`config.mk`:
```
export PLATFORM = sky130hd
export DESIGN_NAME = logic_analyzer_reader_flat
export DESIGN_NICKNAME = d
export VERILOG_FILES = /design/src/rtl/logic_analyzer_reader_if.sv /design/src/rtl/logic_analyzer_reader.sv /design/src/flat_wrapper.sv
export SDC_FILE = /design/constraint.sdc
export NUM_CORES = 1
export LEC_CHECK = 0
export ABC_AREA = 1
export BUFFER_PORTS_ARGS = -buffer_cell sky130_fd_sc_hd__buf_2
export CAP_MARGIN = 15
export CORE_ASPECT_RATIO = 1.1
export CORE_MARGIN = 3
export CORE_UTILIZATION = 35
export CTS_CLUSTER_SIZE = 40
export DETAILED_ROUTE_END_ITERATION = 10
export GPL_TIMING_DRIVEN = 0
export PLACE_DENSITY = 0.59
export SYNTH_ARGS = -nofsm -noshare
export SYNTH_HDL_FRONTEND = slang
export SYNTH_SLANG_ARGS = --single-unit
```
`constraint.sdc`:
```
create_clock -name clk -period 4.9 [get_ports clk]
set_input_delay 1.47 -clock clk [delete_from_list [all_inputs] [get_ports clk]]
set_output_delay 1.47 -clock clk [all_outputs]
set_load 0.03 [all_outputs]
```
`src/rtl/logic_analyzer_reader_if.sv`:
```
// Output stream of logic_analyzer_reader: one header word, then the captured words.
// A beat is o_valid & o_ready; o_last marks the final beat of a frame.
interface logic_analyzer_reader_if;
  logic [31:0] o_data;
  logic        o_valid;
  logic        o_ready;
  logic        o_last;

  modport master (output o_data, output o_valid, output o_last, input o_ready);
  modport slave  (input o_data, input o_valid, input o_last, output o_ready);
endinterface

```
`src/rtl/logic_analyzer_reader.sv`:
```
// Drains a finished logic_analyzer capture onto a valid/ready stream.
// Strobes are credit-limited so words returning from the BRAM always fit in the skid FIFO.
module logic_analyzer_reader #(
  parameter int unsigned READ_LATENCY = 2,
  parameter int unsigned FIFO_DEPTH   = 4,
  parameter logic [15:0] HEADER_TAG   = 16'h1A5A
) (
  input  logic                    clk,
  input  logic                    rst,
  input  logic                    enable,
  input  logic                    auto_restart,
  input  logic                    la_finished,
  input  logic [31:0]             la_read_size,
  input  logic [31:0]             la_data,
  output logic                    la_read_strobe,
  output logic                    la_restart,
  output logic                    busy,
  output logic                    aborted,
  logic_analyzer_reader_if.master stream
);

  localparam int unsigned PtrW = (FIFO_DEPTH > 1) ? $clog2(FIFO_DEPTH) : 1;
  localparam int unsigned CntW = $clog2(FIFO_DEPTH + 1);

  typedef enum logic [2:0] {StIdle, StSettle, StHeader, StDrain, StWaitDone} state_e;

  state_e                  state_q, state_d;
  logic                    settle_q;
  logic [31:0]             size_q, issued_q, sent_q;
  logic [READ_LATENCY-1:0] vld_q, vld_d;
  logic [CntW-1:0]         inflight_q, count_q;
  logic [PtrW-1:0]         wr_ptr_q, rd_ptr_q;
  logic [31:0]             mem_q [FIFO_DEPTH];
  logic                    aborted_q, restart_q;

  logic        abort, strobe, push, pop, clear, credit;
  logic [31:0] out_data;
  logic        out_valid, out_last;

  assign push   = vld_q[READ_LATENCY-1];
  assign credit = (32'(inflight_q) + 32'(count_q)) < FIFO_DEPTH;
  // IDLE holds the datapath empty, so abort only needs to return there.
  assign clear  = abort || (state_q == StIdle);

  always_comb begin
    state_d   = state_q;
    abort     = 1'b0;
    strobe    = 1'b0;
    pop       = 1'b0;
    out_data  = '0;
    out_valid = 1'b0;
    out_last  = 1'b0;
    unique case (state_q)
      StIdle: begin
        if (enable && la_finished) state_d = StSettle;
      end
      StSettle: begin
        if (!enable) abort = 1'b1;
        else if (settle_q) state_d = StHeader;
      end
      StHeader: begin
        out_valid = 1'b1;
        out_data  = {HEADER_TAG, size_q[15:0]};
        out_last  = (size_q == 32'd0);
        if (!enable) abort = 1'b1;
        else if (stream.o_ready) state_d = (size_q == 32'd0) ? StWaitDone : StDrain;
      end
      StDrain: begin
        out_valid = (count_q != '0);
        out_data  = out_valid ? mem_q[rd_ptr_q] : '0;
        out_last  = out_valid && (sent_q + 32'd1 == size_q);
        pop       = out_valid && stream.o_ready;
        // No new requests once enable drops, so nothing is left in flight after abort.
        strobe    = enable && (issued_q < size_q) && credit;
        if (!enable) abort = 1'b1;
        else if (pop && out_last) state_d = StWaitDone;
      end
      StWaitDone: begin
        if (!enable || !la_finished) state_d = StIdle;
      end
      default: state_d = StIdle;
    endcase
    if (abort) state_d = StIdle;
  end

  always_comb begin
    vld_d    = vld_q << 1;
    vld_d[0] = strobe;
  end

  always_ff @(posedge clk or posedge rst) begin
    if (rst) begin
      state_q    <= StIdle;
      settle_q   <= 1'b0;
      size_q     <= '0;
      issued_q   <= '0;
      sent_q     <= '0;
      vld_q      <= '0;
      inflight_q <= '0;
      count_q    <= '0;
      wr_ptr_q   <= '0;
      rd_ptr_q   <= '0;
      aborted_q  <= 1'b0;
      restart_q  <= 1'b0;
    end else begin
      state_q   <= state_d;
      settle_q  <= (state_q == StSettle);
      aborted_q <= abort;
      restart_q <= auto_restart && (state_d == StWaitDone) && (state_q != StWaitDone);
      if (state_q == StIdle && state_d == StSettle) size_q <= la_read_size;
      if (clear) begin
        issued_q   <= '0;
        sent_q     <= '0;
        vld_q      <= '0;
        inflight_q <= '0;
        count_q    <= '0;
        wr_ptr_q   <= '0;
        rd_ptr_q   <= '0;
      end else begin
        vld_q      <= vld_d;
        inflight_q <= inflight_q + CntW'(strobe) - CntW'(push);
        count_q    <= count_q + CntW'(push) - CntW'(pop);
        issued_q   <= issued_q + 32'(strobe);
        sent_q     <= sent_q + 32'(pop);
        if (push) wr_ptr_q <= (wr_ptr_q == PtrW'(FIFO_DEPTH - 1)) ? '0 : wr_ptr_q + PtrW'(1);
        if (pop)  rd_ptr_q <= (rd_ptr_q == PtrW'(FIFO_DEPTH - 1)) ? '0 : rd_ptr_q + PtrW'(1);
      end
    end
  end

  always_ff @(posedge clk) begin
    if (push) mem_q[wr_ptr_q] <= la_data;
  end

  assign la_read_strobe = strobe;
  assign la_restart     = restart_q;
  assign aborted        = aborted_q;
  assign busy           = (state_q != StIdle);
  assign stream.o_data  = out_data;
  assign stream.o_valid = out_valid;
  assign stream.o_last  = out_last;

endmodule

```
`src/flat_wrapper.sv`:
```
// flat-port wrapper written by rule: the top's interface ports become plain ports
module logic_analyzer_reader_flat 
#(
  parameter int unsigned READ_LATENCY = 2,
  parameter int unsigned FIFO_DEPTH   = 4,
  parameter logic [15:0] HEADER_TAG   = 16'h1A5A
)
  (clk, rst, enable, auto_restart, la_finished, la_read_size, la_data, la_read_strobe, la_restart, busy, aborted, stream_o_data, stream_o_valid, stream_o_last, stream_o_ready);
  logic_analyzer_reader_if stream_i ();
  input  logic clk;
  input  logic rst;
  input  logic enable;
  input  logic auto_restart;
  input  logic la_finished;
  input  logic [31:0] la_read_size;
  input  logic [31:0] la_data;
  output logic la_read_strobe;
  output logic la_restart;
  output logic busy;
  output logic aborted;
  output wire logic [$bits(stream_i.o_data)-1:0] stream_o_data;
  output wire logic [$bits(stream_i.o_valid)-1:0] stream_o_valid;
  output wire logic [$bits(stream_i.o_last)-1:0] stream_o_last;
  input wire logic [$bits(stream_i.o_ready)-1:0] stream_o_ready;
  assign stream_o_data = stream_i.o_data;
  assign stream_o_valid = stream_i.o_valid;
  assign stream_o_last = stream_i.o_last;
  assign stream_i.o_ready = stream_o_ready;
  logic_analyzer_reader #(.READ_LATENCY(READ_LATENCY), .FIFO_DEPTH(FIFO_DEPTH), .HEADER_TAG(HEADER_TAG)) u_core (.clk(clk), .rst(rst), .enable(enable), .auto_restart(auto_restart), .la_finished(la_finished), .la_read_size(la_read_size), .la_data(la_data), .la_read_strobe(la_read_strobe), .la_restart(la_restart), .busy(busy), .aborted(aborted), .stream(stream_i));
endmodule
```
==> results.toml <==
[synthesis]
synth_cell_type_count = 42
synth-edff-count = 128
syn_avg_cell_area_um2 = 8.59
ys_seq_area_share_pct = 52.8
syn_nets = 1596
ys.flop_type = "edfxtp_1"
syn-cell-area_mm2 = 0.0127
syn_inst = 1477
ys_ff_latch = 242
yosys_warnings = 0
synthArstFlopShare_pct = 47.1

[cts]
clock_latency_ns = 0.55
clk_root_buffer_cell = "clkbuf_16"
cts.sinks = 242
clock_path_buffers = 3
htree_num_levels = 1
cts_tree = "built"
path_clk_slew_ns = 0.06
cts_made_buffers = 29

[min_path]
min-delay-path-class = "flop to flop"
hold_depth = 2
min_from = "u_core.vld_q[0]"
holdPathEnd = "u_core.vld_q[1]"

[route]
antenna_left = 0
drt_wl_total_mm = 37.2
avgRoutedWirePerCell_um = 17.5
viasPerCell = 4.96
drcViolationCount = 0
dr.pass1.iters = 6
vias = 10500
drtIter0Drc = 775

[global_routing]
grt_pass1_vias = 10400
grt_antenna_before_repair = 7
grt_remaining_overflow = 0
grt_max_degree = 72
grt_pass1_wl_mm = 57.8
track_usage_pct = 19.1

[run_status]
status = "finished, final reports clean"

[floorplan]
die_w_um = 188
rows = 72
io_pins = 108
die_h_um = 206
die_area_mm2 = 0.0386
start_util_pct = 35.7
coreArea_mm2 = 0.0355

[timing]
hold_viol = 0
max_freq_mhz = 218
slew_headroom_pct = 42.6
fin_crit_sh_pct = 93.7
period_needed_ns = 4.59
drv_slew = 0
setup_violations = 0
rsz0062_at_grt = "false"
tightest_slew_ns = 0.859
fin_skew_ns = 0.0101

[worst_setup_path]
startpoint_type = "flop"
crit_type = "flop to primary output"
crit_fanout = 10
worstReg2RegEnd = "u_core.issued_q[28]"
cp_num_buf_inv = 4
r2r_cells = 27
cp-end-kind = "primary output"
worstPathCellList = "nor2_1, inv_1, nor2_1, nand2_1, clkbuf_1, nand2_1, o21ai_0, inv_1, buf_2"
worstPathArrival_ns = 3.12
slowest_delay_ns = 0.44
required_ns = 3.43
crit_path_top_delay_cell = "nor2_1"
cp-startpoint = "u_core.state_q[2]"
crit_family = "simple AND/OR/NAND/NOR gates"
rrSetupSlack_ns = 0.47
reg2reg_from = "u_core.size_q[1]"

[final_layout]
synthToLayoutAreaGrowth_pct = 17.3
design_area_mm2 = 0.0149
final_util_pct = 41.9
drive_gt1_share_pct = 11.5
nets = 1735
num_antenna_cells = 0

[placed_design]
gp_congestion = 0.920
post-dp-hpwl_mm = 27.3
place_area_mm2 = 0.0139
portBuffers = 107

[pwr]
leakagePower_nw = 6.19
ir_drop_mv = 0.277
powerDensity_mw_per_mm2 = 427

[job]
cap_violations = 0
-- per-layer routing --
layer / wire [µm] / GRT usage, % / up-vias
met5: 80 / 0 / -
met4: 1320 / 6.81 / 14
met3: 2550 / 4.34 / 84
met2: 17400 / 32.7 / 301
met1: 15800 / 23.8 / 4899
li1: - / - / 5224
-- synthesized netlist by cell type (17+ instances only) --
master / number / area share [%]
ha_1: 47 / 4.6
nor3_1: 34 / 1.3
clkbuf_1: 37 / 1.1
a21oi_1: 73 / 2.9
inv_1: 178 / 5.3
nor2_1: 213 / 6.3
edfxtp_1: 128 / 30
nand2_1: 282 / 8.3
nand3_1: 61 / 2.4
o21ai_0: 152 / 6.0
dfrtp_1: 114 / 22
nor4_1: 17 / 0.84
o22ai_1: 24 / 1.2
-- through the flow --
stage          setup WS, ns  instances  power [W]  TNS, ns  hold WS [ns]
6_report              0.309       2120    0.00635        0         0.469
3_3_place_gp          -1.19       2065    0.00407  -135.04         0.452
4_1_cts               0.224       2120    0.00640        0         0.470
3_5_place_dp         -0.268       2066    0.00410   -0.835         0.461
5_1_grt              0.0289       2120    0.00671        0         0.485
2_1_floorplan         0.414       1477    0.00349        0         0.448
-- worst min-delay path, stage by stage (launching register included) --
cell     delay (ns)
dfrtp_1        0.36
inv_1          0.05
nor2_1         0.03
-- cells in the final DEF, fill, tap and decap left out, types with 2 or more instances in the layout --
cell	n
dfrtp_1	114
nor3_1	34
clkinv_1	5
nand2_2	4
fa_1	2
a31oi_1	7
inv_6	4
edfxtp_1	128
o22ai_1	24
clkinvlp_4	4
buf_2	107
ha_1	47
o21ai_1	3
nor2_2	14
nor2_4	4
nand3b_1	2
clkinv_2	3
xor2_1	13
inv_1	173
a221oi_1	2
inv_2	8
and3_1	6
o21ai_0	152
nand4_1	13
nand3_1	61
o211ai_1	3
clkbuf_16	29
nand2_1	282
bufinv_16	6
a21oi_1	73
a211oi_1	2
o21a_1	12
clkbuf_1	44
nor4_1	17
nor2_1	212
xnor2_1	11
-- how the worst max path moves through the flow --
stage	to	slack, ns	cells past startpoint
finish	stream_o_data[28]	0.31	9
global route	stream_o_data[28]	0.03	9
CTS	stream_o_data[28]	0.22	9
detailed placement	u_core.issued_q[28]	-0.27	23
global placement	u_core.size_q[0]	-1.19	2
floorplan	u_core.aborted	0.41	1
-- layout make-up --
class                   instances  area (µm²)
flip-flops and latches        242        6700
inverters                     186         703
clock buffers                  36         752
fillers                      3587       20600
well taps                     481         602
plain buffers                  39         150
repair buffers                108         563
clock inverters                18         264
multi-input cells            1010        5140
-- where the power goes --
group	switching, W	leakage, nW	internal, W	total [W]
combinational	0.00111	3.02	0.000468	0.00158
sequential	0.000189	2.69	0.00229	0.00248
clock	0.000880	0.482	0.00141	0.00229
-- sequential cells by signal, indices dropped and copies added (netlist names) --
signal and cells:
u_core.aborted 1, u_core.count_q 3, u_core.inflight_q 3, u_core.issued_q 32
u_core.la_restart 1, u_core.mem_q 128, u_core.rd_ptr_q 2, u_core.sent_q 32
u_core.settle_q 1, u_core.size_q 32, u_core.state_q 3, u_core.vld_q 2
u_core.wr_ptr_q 2
-- logic make-up after synthesis --
kind of cell,after synthesis,synth area share (%)
compound gates,282,11.9
buf+inv,225,6.69
xor+xnor,24,1.66
flops,242,52.8
fa+ha+maj,49,4.95
simple gates,655,22.0
-- repair_timing --
item	CTS	global route
setup endpoints to repair	1	0
setup buffers	0	0
gates resized for setup	1	0
hold buffers	0	0
(Power assumes the default switching activity.)
